--- config.mk ---
export PLATFORM = sky130hd
export DESIGN_NAME = lic_bif_flat
export DESIGN_NICKNAME = d
export VERILOG_FILES = /design/src/rtl/lic_pkg.sv /design/src/rtl/lic_bif_if.sv /design/src/rtl/lic_bif_merge.sv /design/src/rtl/lic_bif.sv /design/src/flat_wrapper.sv
export SDC_FILE = /design/constraint.sdc
export NUM_CORES = 1
export LEC_CHECK = 0
export CAP_MARGIN = 5
export CORE_MARGIN = 2
export CORE_UTILIZATION = 30
export DETAILED_ROUTE_END_ITERATION = 16
export PLACE_DENSITY_LB_ADDON = 0.25
export SYNTH_ARGS = -nofsm -noshare
export SYNTH_HDL_FRONTEND = slang
export SYNTH_HIERARCHICAL = 1
export SYNTH_SLANG_ARGS = --single-unit
export TNS_END_PERCENT = 20
--- constraint.sdc ---
create_clock -name clk -period 2.3 [get_ports clk]
set_input_delay 0.575 -clock clk [delete_from_list [all_inputs] [get_ports clk]]
set_output_delay 0.575 -clock clk [all_outputs]
set_load 0.02 [all_outputs]
--- src/rtl/lic_pkg.sv ---
// Shared definitions for the lic bus interface: FSM encoding, default
// register offsets within the timer region and the store-strobe width.
package lic_pkg;

  localparam int LIC_XLEN   = 64;
  localparam int LIC_STRB_W = LIC_XLEN / 8;

  localparam logic [15:0] LIC_MTIME_OFF    = 16'hBFF8;
  localparam logic [15:0] LIC_MTIMECMP_OFF = 16'h4000;

  typedef enum logic [0:0] {
    LIC_BIF_IDLE = 1'b0,
    LIC_BIF_RESP = 1'b1
  } lic_bif_state_e;

endpackage

--- src/rtl/lic_bif_if.sv ---
// Valid/ready request and response channels between the core and lic_bif.
interface lic_bif_if #(
  parameter int XLEN   = 64,
  parameter int ADDR_W = 16
);
  logic                req_valid;
  logic                req_ready;
  logic                req_write;
  logic [ADDR_W-1:0]   req_addr;
  logic [XLEN-1:0]     req_wdata;
  logic [XLEN/8-1:0]   req_wstrb;
  logic                rsp_valid;
  logic                rsp_ready;
  logic [XLEN-1:0]     rsp_rdata;
  logic                rsp_err;

  modport master (
    output req_valid, req_write, req_addr, req_wdata, req_wstrb, rsp_ready,
    input  req_ready, rsp_valid, rsp_rdata, rsp_err
  );

  modport slave (
    input  req_valid, req_write, req_addr, req_wdata, req_wstrb, rsp_ready,
    output req_ready, rsp_valid, rsp_rdata, rsp_err
  );
endinterface

--- src/rtl/lic_bif_merge.sv ---
// Byte-strobe read-modify merge: bytes with a set strobe come from wdata,
// the rest keep the current register value.
module lic_bif_merge
  import lic_pkg::*;
#(
  parameter int XLEN = LIC_XLEN
) (
  input  logic [XLEN-1:0]   cur,
  input  logic [XLEN-1:0]   wdata,
  input  logic [XLEN/8-1:0] wstrb,
  output logic [XLEN-1:0]   merged
);
  logic [XLEN-1:0] mask;

  always_comb begin
    mask = '0;
    for (int i = 0; i < XLEN/8; i++) begin
      mask[i*8 +: 8] = {8{wstrb[i]}};
    end
    merged = (cur & ~mask) | (wdata & mask);
  end
endmodule

--- src/rtl/lic_bif.sv ---
// Bus slave in front of lic: decodes mtime/mtimecmp accesses into one-cycle
// write strobes and registered read data. LIC_BIF_ERR_EN enables error responses.
module lic_bif
  import lic_pkg::*;
#(
  parameter int                XLEN         = LIC_XLEN,
  parameter int                ADDR_W       = 16,
  parameter logic [ADDR_W-1:0] MTIME_OFF    = ADDR_W'(LIC_MTIME_OFF),
  parameter logic [ADDR_W-1:0] MTIMECMP_OFF = ADDR_W'(LIC_MTIMECMP_OFF)
) (
  input  logic            clk,
  input  logic            reset,
  lic_bif_if.slave        bif,
  input  logic [XLEN-1:0] lic_mtime_read,
  output logic [XLEN-1:0] lic_mtime_write,
  output logic            lic_mtime_write_ena,
  input  logic [XLEN-1:0] lic_mtimecmp_read,
  output logic [XLEN-1:0] lic_mtimecmp_write,
  output logic            lic_mtimecmp_write_ena
);
  lic_bif_state_e state, state_nxt;

  logic            accept;
  logic            hit_mtime, hit_mtimecmp, aligned, hit_ok, any_strb;
  logic [XLEN-1:0] sel_read, merged_mtime, merged_mtimecmp;

  logic            wena_mtime_p1, wena_mtimecmp_p1;
  logic [XLEN-1:0] wdata_mtime_p1, wdata_mtimecmp_p1, rdata_p1;

  always_comb begin
    state_nxt     = state;
    bif.req_ready = 1'b0;
    bif.rsp_valid = 1'b0;
    case (state)
      LIC_BIF_IDLE: begin
        bif.req_ready = 1'b1;
        if (bif.req_valid) state_nxt = LIC_BIF_RESP;
      end
      LIC_BIF_RESP: begin
        bif.rsp_valid = 1'b1;
        if (bif.rsp_ready) state_nxt = LIC_BIF_IDLE;
      end
      default: state_nxt = LIC_BIF_IDLE;
    endcase
  end

  always_ff @(posedge clk) begin
    if (reset) state <= LIC_BIF_IDLE;
    else       state <= state_nxt;
  end

  // Stage 0: decode and merge against the lic value seen in the accept cycle
  assign accept       = bif.req_valid & bif.req_ready;
  assign hit_mtime    = (bif.req_addr[ADDR_W-1:3] == MTIME_OFF[ADDR_W-1:3]);
  assign hit_mtimecmp = (bif.req_addr[ADDR_W-1:3] == MTIMECMP_OFF[ADDR_W-1:3]);
  assign aligned      = (bif.req_addr[2:0] == 3'b000);
  assign hit_ok       = (hit_mtime | hit_mtimecmp) & aligned;
  assign any_strb     = |bif.req_wstrb;
  assign sel_read     = hit_mtime ? lic_mtime_read : lic_mtimecmp_read;

  lic_bif_merge #(.XLEN(XLEN)) u_merge_mtime (
    .cur    (lic_mtime_read),
    .wdata  (bif.req_wdata),
    .wstrb  (bif.req_wstrb),
    .merged (merged_mtime)
  );

  lic_bif_merge #(.XLEN(XLEN)) u_merge_mtimecmp (
    .cur    (lic_mtimecmp_read),
    .wdata  (bif.req_wdata),
    .wstrb  (bif.req_wstrb),
    .merged (merged_mtimecmp)
  );

  // Stage 1: registered response data and single-cycle write strobes
  always_ff @(posedge clk) begin
    if (reset) begin
      wena_mtime_p1     <= 1'b0;
      wena_mtimecmp_p1  <= 1'b0;
      wdata_mtime_p1    <= '0;
      wdata_mtimecmp_p1 <= '0;
      rdata_p1          <= '0;
    end else begin
      wena_mtime_p1    <= 1'b0;
      wena_mtimecmp_p1 <= 1'b0;
      if (accept) begin
        rdata_p1         <= (!bif.req_write && hit_ok) ? sel_read : '0;
        wena_mtime_p1    <= bif.req_write & hit_ok & any_strb & hit_mtime;
        wena_mtimecmp_p1 <= bif.req_write & hit_ok & any_strb & ~hit_mtime;
        if (bif.req_write && hit_ok && any_strb && hit_mtime)
          wdata_mtime_p1 <= merged_mtime;
        if (bif.req_write && hit_ok && any_strb && !hit_mtime)
          wdata_mtimecmp_p1 <= merged_mtimecmp;
      end
    end
  end

`ifdef LIC_BIF_ERR_EN
  logic err_p1;

  always_ff @(posedge clk) begin
    if (reset)       err_p1 <= 1'b0;
    else if (accept) err_p1 <= ~hit_ok;
  end

  assign bif.rsp_err = err_p1;
`else
  assign bif.rsp_err = 1'b0;
`endif

  assign bif.rsp_rdata = rdata_p1;

  // A reset sampled in the pulse cycle must not let lic load the value
  assign lic_mtime_write_ena    = wena_mtime_p1 & ~reset;
  assign lic_mtimecmp_write_ena = wena_mtimecmp_p1 & ~reset;
  assign lic_mtime_write        = wdata_mtime_p1;
  assign lic_mtimecmp_write     = wdata_mtimecmp_p1;
endmodule

--- src/flat_wrapper.sv ---
// flat-port wrapper written by rule: the top's interface ports become plain ports
module lic_bif_flat import lic_pkg::*;
#(
  parameter int                XLEN         = LIC_XLEN,
  parameter int                ADDR_W       = 16,
  parameter logic [ADDR_W-1:0] MTIME_OFF    = ADDR_W'(LIC_MTIME_OFF),
  parameter logic [ADDR_W-1:0] MTIMECMP_OFF = ADDR_W'(LIC_MTIMECMP_OFF)
)
  (clk, reset, lic_mtime_read, lic_mtime_write, lic_mtime_write_ena, lic_mtimecmp_read, lic_mtimecmp_write, lic_mtimecmp_write_ena, bif_req_valid, bif_req_write, bif_req_addr, bif_req_wdata, bif_req_wstrb, bif_rsp_ready, bif_req_ready, bif_rsp_valid, bif_rsp_rdata, bif_rsp_err);
  lic_bif_if #(.XLEN(XLEN), .ADDR_W(ADDR_W)) bif_i ();
  input  logic clk;
  input  logic reset;
  input  logic [XLEN-1:0] lic_mtime_read;
  output logic [XLEN-1:0] lic_mtime_write;
  output logic lic_mtime_write_ena;
  input  logic [XLEN-1:0] lic_mtimecmp_read;
  output logic [XLEN-1:0] lic_mtimecmp_write;
  output logic lic_mtimecmp_write_ena;
  input wire logic [$bits(bif_i.req_valid)-1:0] bif_req_valid;
  input wire logic [$bits(bif_i.req_write)-1:0] bif_req_write;
  input wire logic [$bits(bif_i.req_addr)-1:0] bif_req_addr;
  input wire logic [$bits(bif_i.req_wdata)-1:0] bif_req_wdata;
  input wire logic [$bits(bif_i.req_wstrb)-1:0] bif_req_wstrb;
  input wire logic [$bits(bif_i.rsp_ready)-1:0] bif_rsp_ready;
  output wire logic [$bits(bif_i.req_ready)-1:0] bif_req_ready;
  output wire logic [$bits(bif_i.rsp_valid)-1:0] bif_rsp_valid;
  output wire logic [$bits(bif_i.rsp_rdata)-1:0] bif_rsp_rdata;
  output wire logic [$bits(bif_i.rsp_err)-1:0] bif_rsp_err;
  assign bif_i.req_valid = bif_req_valid;
  assign bif_i.req_write = bif_req_write;
  assign bif_i.req_addr = bif_req_addr;
  assign bif_i.req_wdata = bif_req_wdata;
  assign bif_i.req_wstrb = bif_req_wstrb;
  assign bif_i.rsp_ready = bif_rsp_ready;
  assign bif_req_ready = bif_i.req_ready;
  assign bif_rsp_valid = bif_i.rsp_valid;
  assign bif_rsp_rdata = bif_i.rsp_rdata;
  assign bif_rsp_err = bif_i.rsp_err;
  lic_bif #(.XLEN(XLEN), .ADDR_W(ADDR_W), .MTIME_OFF(MTIME_OFF), .MTIMECMP_OFF(MTIMECMP_OFF)) u_core (.clk(clk), .reset(reset), .bif(bif_i), .lic_mtime_read(lic_mtime_read), .lic_mtime_write(lic_mtime_write), .lic_mtime_write_ena(lic_mtime_write_ena), .lic_mtimecmp_read(lic_mtimecmp_read), .lic_mtimecmp_write(lic_mtimecmp_write), .lic_mtimecmp_write_ena(lic_mtimecmp_write_ena));
endmodule
==> impl_metrics.env, run 1 <==
export IMPL_status="finished clean"
export IMPL_p_seq_share_pct=44.2
export IMPL_critical_path_required_ns=2.69
export IMPL_cts_htree_levels=4
export IMPL_clk_insertion_delay_late_ns=0.46
export IMPL_grt_pass1_wl_um=50400
export IMPL_grtUsageTotal_pct=18.1
export IMPL_cts_buffer_depth=2
export IMPL_power_density_nw_per_um2=479
export IMPL_wirelength_um=34300
export IMPL_clockRootBuffer="clkbuf_16"
export IMPL_synthCells=946
export IMPL_slew_headroom_pct=55.5
export IMPL_vias=8381
export IMPL_clock_sinks=195
export IMPL_core_area_um2=34500
export IMPL_worst_path_max_fanout=22
export IMPL_power_uw=7630
export IMPL_ios=418
export IMPL_grt_pass1_vias=8767
export IMPL_antenna_left=0
export IMPL_tritoncts="built"
export IMPL_synth_cell_types=29
export IMPL_dp_cells=1780
export IMPL_initial_core_util_pct=30.5
export IMPL_wire_per_inst_um=18.9
export IMPL_dr_first_iter_drc_count=232
export IMPL_die_y_um=191
export IMPL_end_kind="flop"
export IMPL_drc=0
export IMPL_p_leak_uw=0.00590
export IMPL_finalSetupViolations=0
export IMPL_area_delta_synth_final_pct=51.2
export IMPL_final_cells=1814
export IMPL_skew_ns=0.0168
export IMPL_clkTransAtPathRegs_ns=0.07
export IMPL_drive_above_1_share_pct=20.1
export IMPL_min_period_over_period_pct=97.1
export IMPL_ys_ff_latch=195
export IMPL_io_buffers=416
export IMPL_most_common_layout_cells="clkdlybuf4s50_1 (415), nand2b_1 (256), dfxtp_1 (195), mux2i_1 (128), mux2_4 (128)"
export IMPL_fillers=3236
export IMPL_syn_area_um2=10500
export IMPL_tightest_slew_ns=0.667
export IMPL_slew_violations=0
export IMPL_criticalPathCategory="in -> reg"
export IMPL_maxCapViolations=0
export IMPL_combPwrFrac_pct=14.6
export IMPL_switchingPower_uw=1880
export IMPL_worst_setup_path_start_kind="input pin"
export IMPL_gp_congestion=0.780
export IMPL_numCtsBuffers=17
export IMPL_min_period_ns=2.23
export IMPL_dieWidth_um=191
export IMPL_antenna_found_initial=1
export IMPL_dr_pass1_iters=5
export IMPL_hold_viol=0
export IMPL_ir_drop_mv=0.496
export IMPL_hold_class="reg -> reg"
export IMPL_cp_arrival_ns=2.62
export IMPL_grt_overflow_total=0
export IMPL_intPower_uw=5750
export IMPL_dieArea_um2=36600
export IMPL_fmax_mhz=448
export IMPL_viasPerCell=4.62
export IMPL_synth_seq_area_share_pct=37.0
export IMPL_final_common_cell="clkdlybuf4s50_1"
export IMPL_clockPowerShare_pct=41.1
export IMPL_dp_final_hpwl_um=25500
export IMPL_row_count=68
export IMPL_fin_tns_setup_ns=0
export IMPL_final_nets=1565
export IMPL_yosys_warnings=6
export IMPL_swShare_pct=24.6
export IMPL_grt_max_degree=127
export IMPL_synth_avg_cell_area_um2=11.1
export IMPL_syn_num_nets=1167
flip-flops by register name (all words and copies together) (netlist names):
name,flops
u_core/bif.rsp_rdata,64
u_core/lic_mtime_write,64
u_core/lic_mtimecmp_write,64
u_core/state,1
u_core/wena_mtime_p1,1
u_core/wena_mtimecmp_p1,1
metal layers:
metal | vias up | part of all wire, % | track usage [%]
met4 | 0 | 1.5 | 5.71
met5 | - | 0 | 0
met1 | 3982 | 43 | 21.7
met3 | 29 | 7.8 | 5.93
met2 | 283 | 48 | 30.6
li1 | 4087 | - | -
Yosys cell counts (all sizes together):
cell type / count / area share (%)
conb: 1 / 0.036
or4b: 1 / 0.13
inv: 1 / 0.036
nor4b: 2 / 0.17
nand2: 2 / 0.071
or4: 3 / 0.21
nand4: 2 / 0.12
nand2b: 256 / 15
nor2b: 3 / 0.20
and2: 64 / 3.8
mux2: 128 / 18
dfxtp: 195 / 37
a211oi: 1 / 0.071
and4bb: 1 / 0.12
nor4: 3 / 0.32
clkbuf: 42 / 1.5
nand4b: 1 / 0.083
buf: 37 / 3.2
nand3: 1 / 0.047
nor3: 5 / 0.24
or2: 1 / 0.059
a221o: 64 / 6.8
mux2i: 128 / 12
nor2: 4 / 0.14
logic make-up after synthesis:
group | synth area share (%)
AOI/OAI and AO/OA | 6.86
buffers and inverters | 4.76
DFF | 37.0
muxes | 30.4
other | 0.0356
and+or+nand+nor | 20.9
worst paths after layout:
path / startpoint / to / slack [ns] / cells after the start
hold reg to reg: u_core/lic_mtimecmp_write[10]$_SDFFE_PP0P_ / u_core/lic_mtimecmp_write[10]$_SDFFE_PP0P_ / 0.47 / 2
hold / removal: u_core/lic_mtimecmp_write[10]$_SDFFE_PP0P_ / u_core/lic_mtimecmp_write[10]$_SDFFE_PP0P_ / 0.47 / 2
setup / recovery: bif_req_valid / u_core/bif.rsp_rdata[40]$_SDFFE_PP0P_ / 0.07 / 7
setup reg to reg: u_core/state$_SDFF_PP0_ / u_core/bif.rsp_rdata[40]$_SDFFE_PP0P_ / 0.34 / 6
what timing repair did:
item	4_1_cts	5_1_grt
setup buffers	0	0
hold buffers	0	0
resized for setup	0	3
endpoints found under the setup margin	0	89
worst max-delay path, stage by stage:
cell and delay [ns]:
clkdlybuf4s50_1 0.47, nor2b_2 0.20, or4b_4 0.51, nor4_4 0.28
buf_4 0.21, buf_12 0.17, a221o_1 0.17
cell type report:
cell class,count,area (um2),area share [%]
sequential,195,3900,24.5
timing repair buffer,458,4680,29.4
antenna,2,5.00,0.0314
clock buffer,18,429,2.69
multi-input combinational,671,6170,38.7
clock inverter,14,173,1.08
tap,455,569,3.57
inverter,1,3.75,0.0236
metrics by stage:
step / area, um2 / hold slack [ns] / setup WS, ns / util, %
CTS: 15900 / 0.476 / 0.0381 / 46.1
detailed placement: 15300 / 0.462 / -0.449 / 44.3
global route: 15900 / 0.489 / -0.0475 / 46.1
global placement: 15300 / 0.458 / -0.399 / 44.3
finish: 15900 / 0.472 / 0.0666 / 46.1
floorplan: 10500 / 0.546 / 0.173 / -
power groups by stage:
stage	registers [uW]	logic [uW]	clock network, uW
final	3380	1120	3140
after global routing	3380	1190	3370
after CTS	3380	1130	3240
after detailed placement	3460	1120	0
after global placement	3460	1120	0
after floorplan	3460	568	0
(Power assumes the default switching activity.)
==> run 2, diff against run 1 <==
--- a/config.mk
+++ b/config.mk
@@ -9,6 +9,7 @@
 export CORE_MARGIN = 2
 export CORE_UTILIZATION = 30
 export DETAILED_ROUTE_END_ITERATION = 16
+export DONT_BUFFER_PORTS = 1
 export PLACE_DENSITY_LB_ADDON = 0.25
 export SYNTH_ARGS = -nofsm -noshare
 export SYNTH_HDL_FRONTEND = slang
==> run 2 against run 1 <==
  * Utilization shrank 13 points
  * Non-clock buffer count shrank 436
  * Register-to-register slack is essentially flat
  * Cell count shrank 24%
  * Combinational power shrank 54%
  * Clock skew shrank 0.0081 ns
  * Die area is the same
  * Critical path depth shrank 2
  * Power shrank 8.3%
  * Clock power shrank 1%
  * Critical endpoint is now u_core/bif.rsp_rdata[1]$_SDFFE_PP0P_
  * Largest cell class unchanged
==> impl_metrics.env, run 2 (same netlist as run 1, synthesis figures left out) <==
export IMPL_status="finished clean"
export IMPL_clockRootBuffer="clkbuf_16"
export IMPL_hold_ws_ns=0.218
export IMPL_wire_per_inst_um=22.0
export IMPL_hold_viol=0
export IMPL_initial_core_util_pct=30.5
export IMPL_finalSetupViolations=0
export IMPL_p_leak_uw=0.00424
export IMPL_grt_overflow_total=0
export IMPL_end_kind="flop"
export IMPL_cts_buffer_depth=2
export IMPL_slew_violations=0
export IMPL_die_y_um=191
export IMPL_fin_tns_setup_ns=0
export IMPL_clkTransAtPathRegs_ns=0.08
export IMPL_min_period_over_period_pct=85.2
export IMPL_wirelength_um=30200
export IMPL_cp_arrival_ns=2.34
export IMPL_min_period_ns=1.96
export IMPL_intPower_uw=5410
export IMPL_numCtsBuffers=17
export IMPL_dieWidth_um=191
export IMPL_ctsHoldBuffers=0
export IMPL_ctsResizeCount=0
export IMPL_clk_insertion_delay_late_ns=0.44
export IMPL_hold_class="in -> reg"
export IMPL_tritoncts="built"
export IMPL_row_count=68
export IMPL_cts_setup_buffers=0
export IMPL_ios=418
export IMPL_dr_first_iter_drc_count=248
export IMPL_core_area_um2=34500
export IMPL_grt_pass1_vias=6882
export IMPL_grt_max_degree=265
export IMPL_criticalPathCategory="reg -> reg"
export IMPL_tightest_slew_ns=0.523
export IMPL_diodes=0
export IMPL_grt_pass1_wl_um=43200
export IMPL_swShare_pct=22.8
export IMPL_drc=0
export IMPL_most_common_layout_cells="nand2b_1 (256), dfxtp_1 (195), mux2i_1 (128), mux2_4 (128), and2_1 (64)"
export IMPL_critical_path_required_ns=2.69
export IMPL_viasPerCell=4.87
export IMPL_clockPowerShare_pct=44.4
export IMPL_vias=6707
export IMPL_maxCapViolations=0
export IMPL_ir_drop_mv=0.417
export IMPL_dr_pass1_iters=4
export IMPL_cts_htree_levels=4
export IMPL_grtUsageTotal_pct=15.7
export IMPL_antenna_left=0
export IMPL_final_nets=1129
export IMPL_fmax_mhz=510
export IMPL_final_common_cell="nand2b_1"
export IMPL_switchingPower_uw=1590
export IMPL_p_seq_share_pct=48.2
export IMPL_skew_ns=0.00867
export IMPL_worst_setup_path_start_kind="flop"
export IMPL_dp_final_hpwl_um=21800
export IMPL_area_delta_synth_final_pct=9.01
export IMPL_slew_headroom_pct=65.0
export IMPL_combPwrFrac_pct=7.4
export IMPL_gp_congestion=0.779
export IMPL_power_density_nw_per_um2=609
export IMPL_worst_path_max_fanout=32
export IMPL_io_buffers=0
export IMPL_rsz0062_at_grt="false"
export IMPL_dieArea_um2=36600
export IMPL_antenna_found_initial=1
export IMPL_clock_sinks=195
export IMPL_drive_above_1_share_pct=27.0
[run 2: cell types whose count changed in the layout (fill, tap and decap cells not counted), moves of 4 or more]
cell / before / now
buf_12: 16 / 8
buf_4: 26 / 14
clkdlybuf4s50_1: 415 / 0
clkinv_4: 5 / 1
[run 2: final timing paths]
path / slack [ns] / cells after the start / from / end
max: 0.34 / 5 / u_core/state$_SDFF_PP0_ / u_core/bif.rsp_rdata[1]$_SDFFE_PP0P_
min: 0.22 / 1 / reset / u_core/state$_SDFF_PP0_
max reg2reg: 0.34 / 5 / u_core/state$_SDFF_PP0_ / u_core/bif.rsp_rdata[1]$_SDFFE_PP0P_
min reg2reg: 0.58 / 2 / u_core/lic_mtimecmp_write[55]$_SDFFE_PP0P_ / u_core/lic_mtimecmp_write[55]$_SDFFE_PP0P_
[run 2: per-stage QoR]
stage                     total power (uW)  cell area (um2)  util [%]  std cells  setup slack (ns)
final                                 7000            11500      33.3       1376             0.341
after global routing                  7300            11500      33.3       1376             0.300
after CTS                             7130            11500      33.3       1376             0.373
after detailed placement              3980            10900      31.5       1344            0.0404
after global placement                3980            10900      31.5       1344            0.0603
after floorplan                       4030            10500         -        946             0.173
[run 2: final cells by class]
| cell class | count | area, um2 |
|---|---|---|
| tap | 455 | 569 |
| multi-input combinational | 671 | 6150 |
| inverter | 1 | 3.75 |
| timing repair buffer | 22 | 265 |
| clock inverter | 13 | 149 |
| sequential | 195 | 3900 |
| clock buffer | 19 | 443 |
| fill | 3510 | 23100 |
[run 2: routing by layer]
layer  GRT usage (%)  share of wire, %  up-vias
met4            4.91               1.6        0
li1                -                 -     3196
met2            27.0                48      281
met5               0                 0        -
met3            7.40                12       23
met1            17.1                38     3207
[run 2: worst max-delay path, cell delays in order (launching register included)]
cell and delay [ns]:
dfxtp_1 0.33, nor2b_2 0.19, or4b_4 0.52, nor4_4 0.37, buf_12 0.25, a221o_2 0.19
[run 2: power by group through the flow]
stage / logic [uW] / registers [uW] / clock network (uW)
floorplan: 568 / 3460 / 0
CTS: 525 / 3370 / 3230
finish: 520 / 3370 / 3100
detailed placement: 522 / 3450 / 0
global route: 556 / 3370 / 3370
global placement: 525 / 3450 / 0
